<file path="config.mk">
export PLATFORM = sky130hd
export DESIGN_NAME = reorder_buffer_flat
export DESIGN_NICKNAME = d
export VERILOG_FILES = /design/src/rtl/reorder_buffer_if.sv /design/src/rtl/reorder_buffer.sv /design/src/flat_wrapper.sv
export SDC_FILE = /design/constraint.sdc
export NUM_CORES = 2
export LEC_CHECK = 0
export BUFFER_PORTS_ARGS = -buffer_cell sky130_fd_sc_hd__buf_4
export CAP_MARGIN = 20
export CORE_UTILIZATION = 33
export CTS_CLUSTER_SIZE = 10
export DETAILED_ROUTE_END_ITERATION = 10
export PLACE_DENSITY = 0.51
export SYNTH_ARGS = -nofsm -noshare
export SYNTH_HDL_FRONTEND = slang
export SYNTH_SLANG_ARGS = --single-unit
</file>
<file path="constraint.sdc">
create_clock -name clockIn -period 3.9 [get_ports clockIn]
set_input_delay 0.585 -clock clockIn [delete_from_list [all_inputs] [get_ports clockIn]]
set_output_delay 0.585 -clock clockIn [all_outputs]
set_load 0.005 [all_outputs]
</file>
<file path="src/rtl/reorder_buffer_if.sv">
// Issue, result-broadcast and commit signals of the reorder buffer.
// The slave modport is the buffer itself; master is the surrounding pipeline.
interface reorder_buffer_if #(
    parameter int ROB_WIDTH = 4
);
    logic                 readyIn;
    logic                 issueValid;
    logic [1:0]           issueType;
    logic [4:0]           issueDest;
    logic                 issuePredTaken;
    logic [31:0]          issueAltPc;
    logic                 full;
    logic [ROB_WIDTH-1:0] nextIndex;

    logic                 rsUpdate;
    logic [ROB_WIDTH-1:0] rsRobIndex;
    logic [31:0]          rsUpdateVal;
    logic                 lsbUpdate;
    logic [ROB_WIDTH-1:0] lsbRobIndex;
    logic [31:0]          lsbUpdateVal;

    logic                 regWrite;
    logic [4:0]           regWriteDest;
    logic [ROB_WIDTH-1:0] regWriteRobId;
    logic [31:0]          regWriteVal;
    logic                 storeCommit;
    logic [ROB_WIDTH-1:0] storeRobId;
    logic                 clear;
    logic [31:0]          clearPc;

    modport master (
        output readyIn, issueValid, issueType, issueDest, issuePredTaken, issueAltPc,
        output rsUpdate, rsRobIndex, rsUpdateVal, lsbUpdate, lsbRobIndex, lsbUpdateVal,
        input  full, nextIndex,
        input  regWrite, regWriteDest, regWriteRobId, regWriteVal,
        input  storeCommit, storeRobId, clear, clearPc
    );

    modport slave (
        input  readyIn, issueValid, issueType, issueDest, issuePredTaken, issueAltPc,
        input  rsUpdate, rsRobIndex, rsUpdateVal, lsbUpdate, lsbRobIndex, lsbUpdateVal,
        output full, nextIndex,
        output regWrite, regWriteDest, regWriteRobId, regWriteVal,
        output storeCommit, storeRobId, clear, clearPc
    );
endinterface

</file>
<file path="src/rtl/reorder_buffer.sv">
// In-order commit reorder buffer: circular entry store, result capture from two
// broadcast ports, registered commit outputs and branch-mispredict flush.
module reorder_buffer #(
    parameter int ROB_WIDTH = 4
) (
    input  logic             clockIn,
    input  logic             resetIn,
    reorder_buffer_if.slave  rob
);
    localparam int DEPTH = 2 ** ROB_WIDTH;
    localparam logic [ROB_WIDTH:0] DEPTH_C      = (ROB_WIDTH + 1)'(DEPTH);
    localparam logic [ROB_WIDTH:0] FULL_LEVEL_C = (ROB_WIDTH + 1)'(DEPTH - 1);

    typedef logic [ROB_WIDTH-1:0] idx_t;

    idx_t               head_q, head_d, tail_q, tail_d;
    logic [ROB_WIDTH:0] count_q, count_d;

    logic               reg_write_q, reg_write_d;
    logic [4:0]         reg_write_dest_q, reg_write_dest_d;
    idx_t               reg_write_rob_id_q, reg_write_rob_id_d;
    logic [31:0]        reg_write_val_q, reg_write_val_d;
    logic               store_commit_q, store_commit_d;
    idx_t               store_rob_id_q, store_rob_id_d;
    logic               clear_q, clear_d;
    logic [31:0]        clear_pc_q, clear_pc_d;

    // Per-entry state exported for the head read port
    logic               ready_vec  [DEPTH];
    logic [1:0]         type_vec   [DEPTH];
    logic [4:0]         dest_vec   [DEPTH];
    logic               pred_vec   [DEPTH];
    logic [31:0]        alt_pc_vec [DEPTH];
    logic [31:0]        value_vec  [DEPTH];

    logic               upd_en, issue_fire, commit_fire, mispredict;
    logic [1:0]         head_type;
    logic [31:0]        head_value;

    // The cycle after a flush the pipeline is still draining: inputs are ignored
    assign upd_en      = !clear_q;
    assign issue_fire  = rob.issueValid && !clear_q && (count_q != DEPTH_C);
    assign head_type   = type_vec[head_q];
    assign head_value  = value_vec[head_q];
    assign commit_fire = (count_q != '0) && ready_vec[head_q];
    assign mispredict  = commit_fire && (head_type == 2'b10) &&
                         (head_value[0] != pred_vec[head_q]);

    assign rob.full      = (count_q >= FULL_LEVEL_C);
    assign rob.nextIndex = tail_q;

    genvar gi;
    generate
        for (gi = 0; gi < DEPTH; gi++) begin : g_entry
            logic        busy_q, busy_d, ready_q, ready_d, pred_q, pred_d;
            logic [1:0]  type_q, type_d;
            logic [4:0]  dest_q, dest_d;
            logic [31:0] alt_pc_q, alt_pc_d, value_q, value_d;
            logic        issue_hit, rs_hit, lsb_hit, commit_hit;

            always_comb begin
                issue_hit  = issue_fire && (tail_q == idx_t'(gi));
                rs_hit     = upd_en && rob.rsUpdate && busy_q && (rob.rsRobIndex == idx_t'(gi));
                lsb_hit    = upd_en && rob.lsbUpdate && busy_q && (rob.lsbRobIndex == idx_t'(gi));
                commit_hit = commit_fire && (head_q == idx_t'(gi));
                busy_d   = busy_q;
                ready_d  = ready_q;
                pred_d   = pred_q;
                type_d   = type_q;
                dest_d   = dest_q;
                alt_pc_d = alt_pc_q;
                value_d  = value_q;
                if (mispredict) begin
                    busy_d  = 1'b0;
                    ready_d = 1'b0;
                end else if (issue_hit) begin
                    busy_d   = 1'b1;
                    ready_d  = 1'b0;
                    type_d   = (rob.issueType == 2'b11) ? 2'b00 : rob.issueType;
                    dest_d   = rob.issueDest;
                    pred_d   = rob.issuePredTaken;
                    alt_pc_d = rob.issueAltPc;
                end else begin
                    // Load/store port has priority when both target this entry
                    if (lsb_hit) begin
                        ready_d = 1'b1;
                        value_d = rob.lsbUpdateVal;
                    end else if (rs_hit) begin
                        ready_d = 1'b1;
                        value_d = rob.rsUpdateVal;
                    end
                    if (commit_hit) begin
                        busy_d  = 1'b0;
                        ready_d = 1'b0;
                    end
                end
            end

            always_ff @(posedge clockIn) begin
                if (resetIn) begin
                    busy_q   <= 1'b0;
                    ready_q  <= 1'b0;
                    pred_q   <= 1'b0;
                    type_q   <= 2'b00;
                    dest_q   <= '0;
                    alt_pc_q <= '0;
                    value_q  <= '0;
                end else if (rob.readyIn) begin
                    busy_q   <= busy_d;
                    ready_q  <= ready_d;
                    pred_q   <= pred_d;
                    type_q   <= type_d;
                    dest_q   <= dest_d;
                    alt_pc_q <= alt_pc_d;
                    value_q  <= value_d;
                end
            end

            assign ready_vec[gi]  = ready_q;
            assign type_vec[gi]   = type_q;
            assign dest_vec[gi]   = dest_q;
            assign pred_vec[gi]   = pred_q;
            assign alt_pc_vec[gi] = alt_pc_q;
            assign value_vec[gi]  = value_q;
        end
    endgenerate

    always_comb begin
        head_d  = head_q + idx_t'(commit_fire);
        tail_d  = tail_q + idx_t'(issue_fire);
        count_d = count_q + (ROB_WIDTH + 1)'(issue_fire) - (ROB_WIDTH + 1)'(commit_fire);
        if (mispredict) begin
            head_d  = '0;
            tail_d  = '0;
            count_d = '0;
        end
    end

    // Commit outputs are single-cycle pulses; data fields are zero when idle
    always_comb begin
        reg_write_d        = 1'b0;
        reg_write_dest_d   = '0;
        reg_write_rob_id_d = '0;
        reg_write_val_d    = '0;
        store_commit_d     = 1'b0;
        store_rob_id_d     = '0;
        clear_d            = 1'b0;
        clear_pc_d         = '0;
        if (commit_fire) begin
            unique case (head_type)
                2'b01: begin
                    store_commit_d = 1'b1;
                    store_rob_id_d = head_q;
                end
                2'b10: begin
                    if (mispredict) begin
                        clear_d    = 1'b1;
                        clear_pc_d = alt_pc_vec[head_q];
                    end
                end
                default: begin
                    reg_write_d        = 1'b1;
                    reg_write_dest_d   = dest_vec[head_q];
                    reg_write_rob_id_d = head_q;
                    reg_write_val_d    = head_value;
                end
            endcase
        end
    end

    always_ff @(posedge clockIn) begin
        if (resetIn) begin
            head_q             <= '0;
            tail_q             <= '0;
            count_q            <= '0;
            reg_write_q        <= 1'b0;
            reg_write_dest_q   <= '0;
            reg_write_rob_id_q <= '0;
            reg_write_val_q    <= '0;
            store_commit_q     <= 1'b0;
            store_rob_id_q     <= '0;
            clear_q            <= 1'b0;
            clear_pc_q         <= '0;
        end else if (rob.readyIn) begin
            head_q             <= head_d;
            tail_q             <= tail_d;
            count_q            <= count_d;
            reg_write_q        <= reg_write_d;
            reg_write_dest_q   <= reg_write_dest_d;
            reg_write_rob_id_q <= reg_write_rob_id_d;
            reg_write_val_q    <= reg_write_val_d;
            store_commit_q     <= store_commit_d;
            store_rob_id_q     <= store_rob_id_d;
            clear_q            <= clear_d;
            clear_pc_q         <= clear_pc_d;
        end
    end

    assign rob.regWrite      = reg_write_q;
    assign rob.regWriteDest  = reg_write_dest_q;
    assign rob.regWriteRobId = reg_write_rob_id_q;
    assign rob.regWriteVal   = reg_write_val_q;
    assign rob.storeCommit   = store_commit_q;
    assign rob.storeRobId    = store_rob_id_q;
    assign rob.clear         = clear_q;
    assign rob.clearPc       = clear_pc_q;
endmodule

</file>
<file path="src/flat_wrapper.sv">
// flat-port wrapper written by rule: the top's interface ports become plain ports
module reorder_buffer_flat 
#(
    parameter int ROB_WIDTH = 4
)
  (clockIn, resetIn, rob_readyIn, rob_issueValid, rob_issueType, rob_issueDest, rob_issuePredTaken, rob_issueAltPc, rob_rsUpdate, rob_rsRobIndex, rob_rsUpdateVal, rob_lsbUpdate, rob_lsbRobIndex, rob_lsbUpdateVal, rob_full, rob_nextIndex, rob_regWrite, rob_regWriteDest, rob_regWriteRobId, rob_regWriteVal, rob_storeCommit, rob_storeRobId, rob_clear, rob_clearPc);
  reorder_buffer_if #(.ROB_WIDTH(ROB_WIDTH)) rob_i ();
  input  logic clockIn;
  input  logic resetIn;
  input wire logic [$bits(rob_i.readyIn)-1:0] rob_readyIn;
  input wire logic [$bits(rob_i.issueValid)-1:0] rob_issueValid;
  input wire logic [$bits(rob_i.issueType)-1:0] rob_issueType;
  input wire logic [$bits(rob_i.issueDest)-1:0] rob_issueDest;
  input wire logic [$bits(rob_i.issuePredTaken)-1:0] rob_issuePredTaken;
  input wire logic [$bits(rob_i.issueAltPc)-1:0] rob_issueAltPc;
  input wire logic [$bits(rob_i.rsUpdate)-1:0] rob_rsUpdate;
  input wire logic [$bits(rob_i.rsRobIndex)-1:0] rob_rsRobIndex;
  input wire logic [$bits(rob_i.rsUpdateVal)-1:0] rob_rsUpdateVal;
  input wire logic [$bits(rob_i.lsbUpdate)-1:0] rob_lsbUpdate;
  input wire logic [$bits(rob_i.lsbRobIndex)-1:0] rob_lsbRobIndex;
  input wire logic [$bits(rob_i.lsbUpdateVal)-1:0] rob_lsbUpdateVal;
  output wire logic [$bits(rob_i.full)-1:0] rob_full;
  output wire logic [$bits(rob_i.nextIndex)-1:0] rob_nextIndex;
  output wire logic [$bits(rob_i.regWrite)-1:0] rob_regWrite;
  output wire logic [$bits(rob_i.regWriteDest)-1:0] rob_regWriteDest;
  output wire logic [$bits(rob_i.regWriteRobId)-1:0] rob_regWriteRobId;
  output wire logic [$bits(rob_i.regWriteVal)-1:0] rob_regWriteVal;
  output wire logic [$bits(rob_i.storeCommit)-1:0] rob_storeCommit;
  output wire logic [$bits(rob_i.storeRobId)-1:0] rob_storeRobId;
  output wire logic [$bits(rob_i.clear)-1:0] rob_clear;
  output wire logic [$bits(rob_i.clearPc)-1:0] rob_clearPc;
  assign rob_i.readyIn = rob_readyIn;
  assign rob_i.issueValid = rob_issueValid;
  assign rob_i.issueType = rob_issueType;
  assign rob_i.issueDest = rob_issueDest;
  assign rob_i.issuePredTaken = rob_issuePredTaken;
  assign rob_i.issueAltPc = rob_issueAltPc;
  assign rob_i.rsUpdate = rob_rsUpdate;
  assign rob_i.rsRobIndex = rob_rsRobIndex;
  assign rob_i.rsUpdateVal = rob_rsUpdateVal;
  assign rob_i.lsbUpdate = rob_lsbUpdate;
  assign rob_i.lsbRobIndex = rob_lsbRobIndex;
  assign rob_i.lsbUpdateVal = rob_lsbUpdateVal;
  assign rob_full = rob_i.full;
  assign rob_nextIndex = rob_i.nextIndex;
  assign rob_regWrite = rob_i.regWrite;
  assign rob_regWriteDest = rob_i.regWriteDest;
  assign rob_regWriteRobId = rob_i.regWriteRobId;
  assign rob_regWriteVal = rob_i.regWriteVal;
  assign rob_storeCommit = rob_i.storeCommit;
  assign rob_storeRobId = rob_i.storeRobId;
  assign rob_clear = rob_i.clear;
  assign rob_clearPc = rob_i.clearPc;
  reorder_buffer #(.ROB_WIDTH(ROB_WIDTH)) u_core (.clockIn(clockIn), .resetIn(resetIn), .rob(rob_i));
endmodule
</file>
==> out/results.ini <==
[worst_setup_path]
cp.arrival_ps=4390
worst_ep_required_time_ps=4650
r2r_start=u_core.count_q[2]
cpMaxStageDelayCell=or4b_2
cp-startpoint=u_core.count_q[2]
cp_slowest_stage_delay_ps=660
crit_fanout=5
end_kind=flip-flop
crit_chain=inv_1, ha_1, or4b_2, o31ai_1, or3_1, and2_4, inv_2, ha_1, inv_1, ha_1, inv_1, fa_1, inv_1, a21oi_1, nor2_1, or3_1, o2111ai_1, a21oi_1
cp_top_family=simple AND/OR/NAND/NOR gates
cp_num_buf_inv=5
critical_path.most_common_cell=inv_1
worstSetupPathType=flip-flop to flip-flop
start_kind=flip-flop

[detailed_routing]
drt_iter0_drc=3373
drc=0
wire_per_inst_um=23.8
drt_wl_total_mm=215
ant_nets=0
num_vias=47344
drtPass1Iterations=5
drt-vias-per-instance=5.25

[final_layout]
utilization_pct=37.9
fin_area_mm2=0.0766
drive_gt1_share_pct=24.0
num-nets-final=6391
syn_to_final_growth_pct=14.3
final_cell_mix=dfxtp_1, mux2i_1, nand2b_1
layoutNonFillerInstCount=9024
mostFrequentLayoutCell=dfxtp_1

[clocking]
post_cts_buffers=0
cts_hold_buf=0
root_buffer=clkbuf_16
numCtsBuffers=156
clk_latency_ps=830
cts_resized=0
cts_tree=done
clock_path_buffers=3
cts_sinks=1277
cts_htree_levels=4
path_clk_slew_ps=60

[synthesis]
synth_flop_cell=dfxtp_1
synth-adder-area-share_pct=0.310
synth_area_leader_cell=dfxtp_1
yosys_warnings=0
synth-seq-cells=1277
synth_cells=6398
synth_nets=6532
synth-async-reset-ratio_pct=0
synth_cell_types=62
ys_seq_area_share_pct=38.2
synth_mux_area_share_pct=36.6
synth_compound_area_share_pct=2.93
synth_xor_area_share_pct=0.0915
synth-simple-area-share_pct=17.1
synth_edf_count=0
avgSynthCellArea_um2=10.5
synth_top_family_by_area=multiplexers
syn_area_mm2=0.0670
synthTopCellsByArea=dfxtp_1, mux2i_1, mux4_2, mux2_2, nand2b_1
yosysTopAreaCellShare_pct=38.2

[timing]
maxSlewViolCount=0
skew_ps=59.5
hold_slack_ps=159
finalCriticalPeriod_ps=3640
setup-violations-final=0
maxSlewHeadroom_pct=36.0
worst_pin_slew_ps=960
fmax_mhz=275
rsz0062_at_grt=false
hold_viol=0
fin_crit_sh_pct=93.4
setup_ws_ps=258
setup-tns-final_ps=0

[global_routing]
antenna_found_initial=15
grt_start_max_net_pins=190
overflow=0
first_global_vias=47530
grt_pass1_wl_mm=320
track_usage_pct=20.7

[floorplanning]
initial_core_util_pct=33.2
die-area_mm2=0.205
die_width_um=453
core-area_mm2=0.202
die_h_um=453
ioPinCount=203
rows=165

[placement]
io_buffers=202
dpl_cell_area_mm2=0.0718
numPlacedInstances=8771
hpwl_mm=128
place.gp.congestion=0.851
place_ws_ps=299

[hold_path]
hold_class=input port to flip-flop
min_from=resetIn

[power]
irDropWorstVdd_v=0.000502
total_leakage_power_nw=33.7
power_density_mw_per_mm2=373
total_power_mw=28.5

[outcome]
status=finished clean

[job]
drv_cap=0

[Yosys cell counts, types with 16 or more instances]
master / n
mux2_2: 495
nand2_1: 256
inv_1: 20
a21oi_1: 214
mux4_2: 360
buf_2: 58
nand4_1: 39
nor2_1: 465
buf_4: 37
clkbuf_1: 494
buf_1: 68
buf_6: 42
nor3_1: 16
nor2b_1: 518
nand3_1: 103
mux2i_1: 1062
mux2_1: 20
nand2b_1: 688
dfxtp_1: 1277
[where the power goes]
| part | switching, mW | internal (mW) |
|---|---|---|
| Sequential | 0.0468 | 13.1 |
| Combinational | 1.00 | 0.571 |
| Clock | 6.02 | 7.81 |
[cell type report]
type / count / area (µm²)
clock inverters: 22 / 434
multi-input cells: 4401 / 38600
well taps: 2672 / 3340
repair buffers: 401 / 4270
flip-flops and latches: 1277 / 25600
clock buffers: 223 / 4300
inverters: 20 / 82.6
fillers: 19702 / 125000
diodes: 8 / 20.0
[per-layer routing]
layer	wire, µm	vias up	share of wire (%)	global-route usage, %
li1	-	21868	-	-
met1	95500	24043	44	27.3
met2	105000	1107	49	34.7
met3	8660	324	4.0	2.58
met4	6390	2	3.0	6.97
met5	8	-	0.0037	0
[state kept, by name (all words and copies together), names as in the netlist]
| signal | flops |
|---|---|
| u_core.g_entry.value_q | 512 |
| u_core.g_entry.busy_q | 16 |
| u_core.rob.regWriteVal | 32 |
| u_core.rob.storeRobId | 4 |
| u_core.rob.regWrite | 1 |
| u_core.g_entry.ready_q | 16 |
| u_core.g_entry.type_q | 32 |
| u_core.rob.nextIndex | 4 |
| u_core.rob.clear | 1 |
| u_core.rob.regWriteRobId | 4 |
| u_core.g_entry.dest_q | 80 |
| u_core.rob.clearPc | 32 |
| u_core.rob.regWriteDest | 5 |
| u_core.g_entry.alt_pc_q | 512 |
| u_core.count_q | 5 |
| u_core.head_q | 4 |
| u_core.g_entry.pred_q | 16 |
| u_core.rob.storeCommit | 1 |
[logic make-up after synthesis]
| kind of cell | Yosys count |
|---|---|
| AND/OR/NAND/NOR | 2130 |
| multiplexers | 1937 |
| flip-flops | 1277 |
| buffers and inverters | 720 |
| AO/OA/AOI/OAI | 311 |
| adder cells (fa/ha/maj) | 16 |
| XOR/XNOR | 7 |
[worst reg2reg max path, stage by stage (launching register included)]
cell and delay, ps:
dfxtp_1 360, inv_1 100, ha_1 170, or4b_2 660, o31ai_1 150, or3_1 280
and2_4 210, inv_2 40, ha_1 260, inv_1 60, ha_1 160, inv_1 60
fa_1 420, inv_1 80, a21oi_1 60, nor2_1 100, or3_1 110, o2111ai_1 110
a21oi_1 160
[worst paths after layout]
path	slack, ps	cells after the start	end
min	160	2	u_core.rob.clearPc[2]
min reg2reg	460	2	u_core.rob.clearPc[31]
max	260	18	u_core.count_q[4]
max reg2reg	260	18	u_core.count_q[4]
(Power assumes the default switching activity.)
